$ cat src/rtl/me_collect_pkg.sv
// me_collect_pkg
// Shared definitions for the motion-estimation result collector:
//   - default SAD / sequence-tag widths
//   - ch_w(n): width of a channel index, never less than one bit
//   - fifo_entry_t: layout of one buffered result {sad, seq} at default widths
//   - out_state_t: states of the single output register
package me_collect_pkg;

    localparam int SAD_W_DEF = 22;
    localparam int SEQ_W_DEF = 8;

    function automatic int ch_w(input int n);
        int w;
        w = $clog2(n);
        return (w < 1) ? 1 : w;
    endfunction

    typedef struct packed {
        logic [SAD_W_DEF-1:0] sad;
        logic [SEQ_W_DEF-1:0] seq;
    } fifo_entry_t;

    typedef enum logic {
        ST_EMPTY = 1'b0,
        ST_HOLD  = 1'b1
    } out_state_t;

endpackage

$ cat src/rtl/me_sync_fifo.sv
// me_sync_fifo
// Count-based synchronous FIFO with first-word-fall-through output.
// Ports:
//   clk, rst   : clock, asynchronous active-low reset
//   clr        : synchronous flush
//   push, din  : write request and data; on a full FIFO the write is taken
//                only when a pop happens in the same cycle
//   pop        : read request (ignored when empty)
//   dout       : head entry, valid whenever empty = 0
//   full, empty: occupancy flags
module me_sync_fifo #(
    parameter int W     = 8,
    parameter int DEPTH = 4
)(
    input  logic         clk,
    input  logic         rst,
    input  logic         clr,
    input  logic         push,
    input  logic [W-1:0] din,
    input  logic         pop,
    output logic [W-1:0] dout,
    output logic         full,
    output logic         empty
);

    localparam int AW = (DEPTH > 1) ? $clog2(DEPTH) : 1;
    localparam logic [AW:0] FULL_CNT = (AW+1)'(DEPTH);

    logic [W-1:0]  mem [DEPTH];
    logic [AW-1:0] wr_ptr;
    logic [AW-1:0] rd_ptr;
    logic [AW:0]   count;
    logic          do_push;
    logic          do_pop;

    assign full    = (count == FULL_CNT);
    assign empty   = (count == '0);
    assign do_push = push && (!full || pop);
    assign do_pop  = pop && !empty;
    assign dout    = mem[rd_ptr];

    // DEPTH is a power of two, so the pointers wrap on their own.
    always_ff @(posedge clk or negedge rst) begin
        if (!rst) begin
            wr_ptr <= '0;
            rd_ptr <= '0;
            count  <= '0;
        end else if (clr) begin
            wr_ptr <= '0;
            rd_ptr <= '0;
            count  <= '0;
        end else begin
            if (do_push) wr_ptr <= wr_ptr + AW'(1);
            if (do_pop)  rd_ptr <= rd_ptr + AW'(1);
            case ({do_push, do_pop})
                2'b10:   count <= count + (AW+1)'(1);
                2'b01:   count <= count - (AW+1)'(1);
                default: count <= count;
            endcase
        end
    end

    // Storage needs no reset; occupancy is tracked by count alone.
    always_ff @(posedge clk) begin
        if (do_push && !clr) mem[wr_ptr] <= din;
    end

endmodule

$ cat src/rtl/me_result_collector.sv
// me_result_collector
// Collects minimum-SAD results from NUM_CH engines, buffers them per channel,
// tags each with a per-channel sequence number and serialises them onto one
// valid/ready stream with round-robin arbitration.
// Ports:
//   clk, rst            : clock, asynchronous active-low reset
//   clr                 : synchronous clear of FIFOs, tags, flags and arbiter
//   in_sad, in_fin      : packed per-channel SAD and finish strobes
//   out_valid/out_ready : output handshake
//   out_sad/out_ch/out_seq : output word
//   overflow            : sticky per-channel drop flags
//   res_cnt             : per-channel delivered-word counters, saturating,
//                         present only when ME_COLLECT_STATS_EN is defined
module me_result_collector
    import me_collect_pkg::*;
#(
    parameter int NUM_CH = 2,
    parameter int SAD_W  = SAD_W_DEF,
    parameter int DEPTH  = 4,
    parameter int SEQ_W  = SEQ_W_DEF
)(
    input  logic                    clk,
    input  logic                    rst,
    input  logic                    clr,
    input  logic [NUM_CH*SAD_W-1:0] in_sad,
    input  logic [NUM_CH-1:0]       in_fin,
    output logic                    out_valid,
    input  logic                    out_ready,
    output logic [SAD_W-1:0]        out_sad,
    output logic [ch_w(NUM_CH)-1:0] out_ch,
    output logic [SEQ_W-1:0]        out_seq,
    output logic [NUM_CH-1:0]       overflow
`ifdef ME_COLLECT_STATS_EN
    ,
    output logic [NUM_CH*16-1:0]    res_cnt
`endif
);

    localparam int CH_W  = ch_w(NUM_CH);
    localparam int ENT_W = SAD_W + SEQ_W;

    out_state_t                      state;
    logic [CH_W-1:0]                 rr;
    logic [NUM_CH-1:0][SEQ_W-1:0]    seq;
    logic [NUM_CH-1:0][ENT_W-1:0]    head;
    logic [NUM_CH-1:0]               avail;
    logic [NUM_CH-1:0]               drop;
    logic [CH_W-1:0]                 grant;
    logic [CH_W-1:0]                 grant_hi;
    logic [CH_W-1:0]                 grant_lo;
    logic [CH_W-1:0]                 rr_next;
    logic                            found_hi;
    logic                            found_lo;
    logic                            any_avail;
    logic                            load;

    // Round-robin grant: lowest available channel at or above rr wins,
    // otherwise the lowest available channel below rr (the wrap-around).
    always_comb begin
        grant_hi = '0;
        grant_lo = '0;
        found_hi = 1'b0;
        found_lo = 1'b0;
        for (int k = NUM_CH - 1; k >= 0; k--) begin
            if (avail[k]) begin
                if (CH_W'(k) >= rr) begin
                    grant_hi = CH_W'(k);
                    found_hi = 1'b1;
                end else begin
                    grant_lo = CH_W'(k);
                    found_lo = 1'b1;
                end
            end
        end
        grant     = found_hi ? grant_hi : grant_lo;
        any_avail = found_hi | found_lo;
    end

    assign rr_next = (grant == CH_W'(NUM_CH - 1)) ? '0 : grant + CH_W'(1);

    // The output register takes a new word when it is empty or being drained.
    assign load = !clr && any_avail && ((state == ST_EMPTY) || out_ready);

    for (genvar k = 0; k < NUM_CH; k++) begin : g_ch
        logic [ENT_W-1:0] din;
        logic [ENT_W-1:0] dout;
        logic             full;
        logic             empty;
        logic             sel;
        logic             push;
        logic             pop;

        assign din = {in_sad[k*SAD_W +: SAD_W], seq[k]};
        assign sel = load && (grant == CH_W'(k));
        // An incoming result on an empty, granted channel bypasses the FIFO
        // straight into the output register, giving one-cycle latency.
        assign pop       = sel && !empty;
        assign push      = in_fin[k] && !clr && !(sel && empty);
        assign head[k]   = empty ? din : dout;
        assign avail[k]  = !empty || in_fin[k];
        assign drop[k]   = push && full && !pop;

        me_sync_fifo #(
            .W     (ENT_W),
            .DEPTH (DEPTH)
        ) u_fifo (
            .clk   (clk),
            .rst   (rst),
            .clr   (clr),
            .push  (push),
            .din   (din),
            .pop   (pop),
            .dout  (dout),
            .full  (full),
            .empty (empty)
        );
    end

    // Tags advance on every strobe, including dropped ones, so gaps show
    // where results were lost.
    always_ff @(posedge clk or negedge rst) begin
        if (!rst) begin
            seq      <= '0;
            overflow <= '0;
        end else if (clr) begin
            seq      <= '0;
            overflow <= '0;
        end else begin
            for (int k = 0; k < NUM_CH; k++) begin
                if (in_fin[k]) seq[k] <= seq[k] + SEQ_W'(1);
                if (drop[k])   overflow[k] <= 1'b1;
            end
        end
    end

    always_ff @(posedge clk or negedge rst) begin
        if (!rst) begin
            state     <= ST_EMPTY;
            out_valid <= 1'b0;
            out_sad   <= '0;
            out_ch    <= '0;
            out_seq   <= '0;
            rr        <= '0;
        end else if (clr) begin
            state     <= ST_EMPTY;
            out_valid <= 1'b0;
            rr        <= '0;
        end else if (load) begin
            state     <= ST_HOLD;
            out_valid <= 1'b1;
            out_sad   <= head[grant][ENT_W-1 -: SAD_W];
            out_seq   <= head[grant][SEQ_W-1:0];
            out_ch    <= grant;
            rr        <= rr_next;
        end else if ((state == ST_HOLD) && out_ready) begin
            state     <= ST_EMPTY;
            out_valid <= 1'b0;
        end
    end

`ifdef ME_COLLECT_STATS_EN
    logic [NUM_CH-1:0][15:0] cnt;

    always_ff @(posedge clk or negedge rst) begin
        if (!rst) begin
            cnt <= '0;
        end else if (clr) begin
            cnt <= '0;
        end else begin
            for (int k = 0; k < NUM_CH; k++) begin
                if (out_valid && out_ready && (out_ch == CH_W'(k)) &&
                    (cnt[k] != 16'hFFFF))
                    cnt[k] <= cnt[k] + 16'd1;
            end
        end
    end

    assign res_cnt = cnt;
`endif

endmodule

$ cat config.mk
export PLATFORM = sky130hd
export DESIGN_NAME = me_result_collector
export DESIGN_NICKNAME = d
export VERILOG_FILES = /design/src/rtl/me_collect_pkg.sv /design/src/rtl/me_sync_fifo.sv /design/src/rtl/me_result_collector.sv
export SDC_FILE = /design/constraint.sdc
export NUM_CORES = 1
export LEC_CHECK = 0
export CAP_MARGIN = 10
export CELL_PAD_IN_SITES_DETAIL_PLACEMENT = 0
export CELL_PAD_IN_SITES_GLOBAL_PLACEMENT = 1
export CORE_UTILIZATION = 58
export DETAILED_ROUTE_END_ITERATION = 16
export DONT_BUFFER_PORTS = 1
export PLACE_DENSITY_LB_ADDON = 0.12
export SYNTH_ARGS = -nofsm -noshare
export SYNTH_HDL_FRONTEND = slang
export SYNTH_SLANG_ARGS = --single-unit
$ cat constraint.sdc
create_clock -name clk -period 6.49 [get_ports clk]
set_input_delay 1.298 -clock clk [delete_from_list [all_inputs] [get_ports clk]]
set_output_delay 1.298 -clock clk [all_outputs]
set_load 0.05 [all_outputs]
==> flow_metrics.tcl, run 1 <==
set metrics [dict create \
    dieHeight_um 150.9 \
    numCtsBuffers 31 \
    mappedNetlistArea_um2 12850 \
    synth_seq_cells 305 \
    max_cap_viol_count 0 \
    drv_slew 0 \
    layout-drive-gt1-share_pct 17.14 \
    clk_latency_ns 0.55 \
    num-nets-final 854 \
    grt_max_degree 66 \
    num_vias 7152 \
    fin_crit_ns 3.302 \
    synth_warnings 0 \
    dpl_cell_area_um2 13080 \
    synthArstFlopShare_pct 21.31 \
    period_share_pct 50.88 \
    syn_avg_cell_area_um2 15.93 \
    avgViaCountPerCell 6.520 \
    finalWirelength_mm 27.01 \
    syn_nets 869 \
    ys.flop_type "edfxtp_1" \
    setup_slack_ns 3.188 \
    worstPathMaxFanout 53 \
    relSlewSlack_pct 28.12 \
    finish.instance_area_um2 14060 \
    die_width_um 150.9 \
    status "complete, no violations" \
    setup_violations 0 \
    critical_path_class "input pin to register" \
    holdBufCountCts 0 \
    ys_seq_area_share_pct 68.72 \
    numPortBuffers 0 \
    finalClockSkew_ns 0.01410 \
    cts_tree "built" \
    yosysUniqueCellTypes 58 \
    cts_max_level 1 \
    synth_top_area_cell "edfxtp_1" \
    ant_nets 0 \
    grt_usage_pct 24.87 \
    rrSetupSlack_ns 3.39 \
    core_um2 21760 \
    yosysTopAreaCellShare_pct 56.07 \
    areaGrowthSynthToFinish_pct 9.355 \
    clock.fmax_ghz 0.3029 \
    hp-class "input pin to asynchronous set/reset pin" \
    cp-end-kind "register" \
    grt_first_pass_wirelength_mm 42.07 \
    fillers 1559 \
    grt_pass1_vias 7358 \
    root_buffer "clkbuf_16" \
    reg2reg_to "g_ch[0].u_fifo.count[1]$_DFFE_PN0P_" \
    post_cts_buffers 0 \
    cp.arrival_ns 3.73 \
    wl_per_cell_um 24.62 \
    holdWs_ns 0.4432 \
    rows 54 \
    r2r_cells 7 \
    vdd_drop_max_mv 0.1882 \
    synth_edf_count 240 \
    cts_buffer_depth 3 \
    cts.sink_count 305 \
    p_per_area_nw_per_um2 370.0 \
    dp_hpwl_mm 16.15 \
    place_congestion 0.8547 \
    place_ws_ns 2.700 \
    tightest_slew_ns 1.078 \
    rsz0062_at_grt "false" \
    post_cts_resized 0 \
    final-hold-violation-count 0 \
    initial_core_util_pct 59.08 \
    io_pins 84 \
    drc 0 \
    cp-start-kind "input pin" \
    clk_pin_slew_ns 0.06 \
    r2r-start "g_ch[1].u_fifo.count[0]$_DFFE_PN0P_" \
    antenna_found_initial 0 \
    diodes 0 \
    synthCells 807 \
    grt.overflow.total 0 \
    power_leakage_uw 0.004892 \
    crit_required_ns 6.92 \
    synth_area_leaders "edfxtp_1, dfrtp_1, mux4_2, a21oi_1, and3_1" \
    dr.pass1.iters 5 \
    drtIter0Drc 540 \
    die-area_um2 22760 \
    fin_tns_setup_ns 0 \
]
[where the power goes]
part           leakage (µW)  internal (µW)  switching, µW
logic               0.00135            302            419
clock network      0.000490            972            712
registers           0.00305           2270            522
[kinds of logic after synthesis]
kind of cell	count (synthesis)	synth area share (%)
xor+xnor	15	1.022
simple gates	189	7.709
buf+inv	75	2.365
compound gates	146	7.982
mux	65	10.91
fa+ha+maj	12	1.285
flops	305	68.72
[cell usage after synthesis (9+ instances only)]
cell        n
edfxtp_1  240
a21oi_1    65
dfrtp_1    65
mux4_2     60
and3_1     49
clkbuf_1   47
nand2_1    43
nor2_1     26
nand3_1    24
o221ai_1   24
buf_2      12
ha_1       10
inv_1      10
nand4_1    10
a211o_1     9
and2_1      9
xor2_1      9
[through the flow]
step | power, µW | std cells | utilization [%]
after floorplan | 3313 | 807 | -
after global placement | 3540 | 1039 | 60.12
after detailed placement | 3565 | 1039 | 60.12
after CTS | 5241 | 1097 | 64.61
after global routing | 5401 | 1097 | 64.61
final | 5200 | 1097 | 64.61
[registers in the layout, summed over array words and instances (netlist names), 2 cells and up]
name and flops:
g_ch.u_fifo.rd_ptr 4, g_ch.u_fifo.wr_ptr 4, g_ch.u_fifo.mem 240, out_sad 22, overflow 2, g_ch.din 16
out_seq 8, g_ch.u_fifo.count 6
[layout by cell type, fill, tap and decap left out, types with 3 or more instances in the layout]
| master | n |
|---|---|
| a211o_1 | 9 |
| a211oi_1 | 4 |
| a21boi_0 | 3 |
| a21oi_1 | 65 |
| a31oi_1 | 4 |
| and2_1 | 9 |
| and3_1 | 49 |
| buf_4 | 17 |
| clkbuf_16 | 31 |
| clkinv_1 | 7 |
| clkinv_2 | 11 |
| dfrtp_1 | 62 |
| dfrtp_2 | 3 |
| edfxtp_1 | 240 |
| ha_1 | 10 |
| inv_1 | 10 |
| mux2i_1 | 4 |
| mux4_2 | 60 |
| nand2_1 | 43 |
| nand3_1 | 24 |
| nand4_1 | 10 |
| nor2_1 | 26 |
| nor3_1 | 5 |
| nor4_1 | 7 |
| o21ai_0 | 7 |
| o221ai_1 | 24 |
| o31ai_1 | 6 |
| or3_1 | 5 |
| xnor2_1 | 6 |
| xor2_1 | 9 |
[final cells by class]
type	instances	area, µm²	share of cell area (%)
Tap cell	280	350.3	2.492
Timing Repair Buffer	17	127.6	0.9080
Clock buffer	35	810.8	5.768
Inverter	10	37.54	0.2670
Sequential cell	305	8837	62.87
Clock inverter	23	166.4	1.184
Multi-Input combinational cell	427	3726	26.51
[how the worst max path moves through the flow]
stage / cells past startpoint / end / from / slack, ns
global route: 7 / g_ch[0].u_fifo.count[1]$_DFFE_PN0P_ / in_fin[1] / 3.04
floorplan: 9 / g_ch[0].u_fifo.count[1]$_DFFE_PN0P_ / in_fin[1] / 2.74
detailed placement: 7 / g_ch[0].u_fifo.count[1]$_DFFE_PN0P_ / in_fin[1] / 2.70
global placement: 7 / g_ch[0].u_fifo.count[1]$_DFFE_PN0P_ / in_fin[1] / 2.73
finish: 7 / g_ch[0].u_fifo.count[1]$_DFFE_PN0P_ / in_fin[1] / 3.19
CTS: 7 / g_ch[0].u_fifo.count[1]$_DFFE_PN0P_ / in_fin[1] / 3.28
[per-layer routing]
metal / up-vias / part of all wire (%) / global-route usage, %
li1: 3190 / - / -
met1: 3706 / 40 / 32.70
met2: 223 / 50 / 41.01
met3: 33 / 9.0 / 7.500
met4: 0 / 1.4 / 5.550
met5: - / 0 / 0
[worst max-delay path, stage by stage]
cell and delay [ns]:
o41a_1 0.58, nor4_2 0.36, a21boi_0 0.32, fa_1 0.48, a2111oi_0 0.42, a211o_1 0.16, a22oi_1 0.08
No activity file was read; power rests on OpenSTA's default activity.
==> inputs of run 2 (changes only) <==
Settings changed: CORE_UTILIZATION 58 to 49.
Clock period 6.49 ns to 3 ns, I/O delays scaled along.
==> run 2 against run 1 <==
First-iteration DRC count fell by 10%; sequential power rose by 110%; register-to-register slack got worse by 3.1 ns; worst setup slack got worse by 2.9 ns; critical path type is now register to register; clock power rose by 120%; combinational power rose by 140%; total power rose by 120%; via count rose by 0.69%; clock-buffer cell count rose by 2; final cell count rose by 5.8%; wire length rose by 6.8%; global-route usage fell by 2.7 points.
==> flow_metrics.tcl, run 2 (same netlist as run 1, synthesis figures left out) <==
set metrics [dict create \
    cpPeakStageDelay_ns 0.57 \
    tightest_slew_ns 0.8635 \
    die_width_um 164.0 \
    rows 58 \
    grt_usage_pct 22.15 \
    status "complete, no violations" \
    vdd_drop_max_mv 0.5772 \
    period_share_pct 89.55 \
    layout-drive-gt1-share_pct 17.93 \
    cts_buffer_depth 3 \
    crit_required_ns 3.42 \
    power_uw 11530 \
    grt_max_degree 66 \
    largest-register "g_ch.u_fifo.mem" \
    clk_latency_ns 0.55 \
    power_leakage_uw 0.005009 \
    numPortBuffers 0 \
    initial_core_util_pct 50.46 \
    finalWirelength_mm 28.85 \
    cts_tree "built" \
    dp_hpwl_mm 17.62 \
    dr.pass1.iters 5 \
    cpMaxStageDelayCell "a2111oi_0" \
    crit_chain "o41a_1 -> nor4_2 -> a21boi_1 -> fa_1 -> a2111oi_0 -> a211o_1 -> a22oi_1" \
    final_util_pct 56.54 \
    wl_per_cell_um 24.85 \
    max_cap_viol_count 0 \
    numCtsBuffers 31 \
    critical_path_class "register to register" \
    die-area_um2 26880 \
    io_pins 84 \
    worstPathMaxFanout 3 \
    diodes 0 \
    areaGrowthSynthToFinish_pct 12.04 \
    root_buffer "clkbuf_16" \
    startpoint "g_ch[1].u_fifo.count[2]$_DFFE_PN0P_" \
    layout_commonest_cell "edfxtp_1" \
    cts.sink_count 305 \
    dieHeight_um 164.0 \
    r2r-start "g_ch[1].u_fifo.count[2]$_DFFE_PN0P_" \
    setup_violations 0 \
    grt_pass1_vias 7478 \
    rsz0062_at_grt "false" \
    drtIter0Drc 486 \
    cts_max_level 1 \
    r2r_cells 7 \
    avgViaCountPerCell 6.202 \
    place_congestion 0.8251 \
    drc 0 \
    reg2reg_to "g_ch[0].u_fifo.count[1]$_DFFE_PN0P_" \
    fillers 1996 \
    grt.overflow.total 0 \
    final-hold-violation-count 0 \
    post_cts_buffers 0 \
    layout_common_cells "edfxtp_1, a21oi_1, dfrtp_1, mux4_2, and3_1" \
    clock.fmax_ghz 0.3722 \
    core_um2 25470 \
    largest_reg_flops 240 \
    holdWs_ns 0.1135 \
    drv_slew 0 \
    hp-class "input pin to register" \
    fin_tns_setup_ns 0 \
    num_vias 7201 \
    cp-endpoint "g_ch[0].u_fifo.count[1]$_DFFE_PN0P_" \
    antenna_found_initial 0 \
    p_per_area_nw_per_um2 800.8 \
    ant_nets 0 \
    rrSetupSlack_ns 0.31 \
    multiInputGateArea_um2 3726 \
    cp-end-kind "register" \
    clk_pin_slew_ns 0.06 \
    cp.arrival_ns 3.11 \
    relSlewSlack_pct 42.43 \
    grt_first_pass_wirelength_mm 44.29 \
    cp-start-kind "register" \
    fin_crit_ns 2.687 \
    regArea_um2 8836 \
    post_cts_resized 0 \
    num-nets-final 869 \
    finalClockSkew_ns 0.01224 \
]
run 2: worst min-delay path by stage:
stage / startpoint / to / cells after the start
after floorplan: rst / g_ch[0].din[0]$_DFFE_PN0P_ / 0
after global placement: rst / out_sad[7]$_DFFE_PN0P_ / 0
after detailed placement: rst / out_sad[7]$_DFFE_PN0P_ / 0
after CTS: clr / g_ch[1].u_fifo.rd_ptr[0]$_DFFE_PN0P_ / 1
after global routing: clr / g_ch[1].u_fifo.count[1]$_DFFE_PN0P_ / 1
final: clr / g_ch[1].u_fifo.rd_ptr[0]$_DFFE_PN0P_ / 1
run 2: metal layers:
metal / vias to the layer above / global-route usage (%) / part of all wire [%]
li1: 3207 / - / -
met1: 3735 / 28.84 / 41
met2: 216 / 37.06 / 50
met3: 43 / 5.884 / 7.8
met4: 0 / 5.513 / 1.9
met5: - / 0 / 0
run 2: per-stage QoR:
stage | instance area, µm² | setup slack (ns) | std cells
floorplan | 12850 | 0.01205 | 807
global placement | 13360 | 0.2881 | 1102
detailed placement | 13360 | 0.1295 | 1102
CTS | 14400 | 0.3496 | 1161
global route | 14400 | 0.1202 | 1161
finish | 14400 | 0.3134 | 1161
run 2: report_power, final:
| group | internal (µW) | total (µW) | switching (µW) |
|---|---|---|---|
| clock | 2230 | 3780 | 1550 |
| sequential | 4920 | 5990 | 1070 |
| combinational | 722 | 1760 | 1040 |
run 2: critical path, delay by kind of cell (launching register included):
family / cells / cell delay [ns]
AO/OA/AOI/OAI: 5 / 1.52
adder cells (fa/ha/maj): 1 / 0.47
flip-flops: 1 / 0.39
AND/OR/NAND/NOR: 1 / 0.18
run 2: timing repair:
item,in CTS,in global routing
hold endpoints to repair,65,0
setup endpoints to repair,0,0
hold buffers,2,0
run 2: final cells by class:
cell class,count,share of cell area [%]
timing repair buffer,32,2.693
clock buffer,37,5.543
inverter,10,0.2606
sequential,305,61.36
tap,330,2.867
multi-input combinational,427,25.87
clock inverter,20,1.407
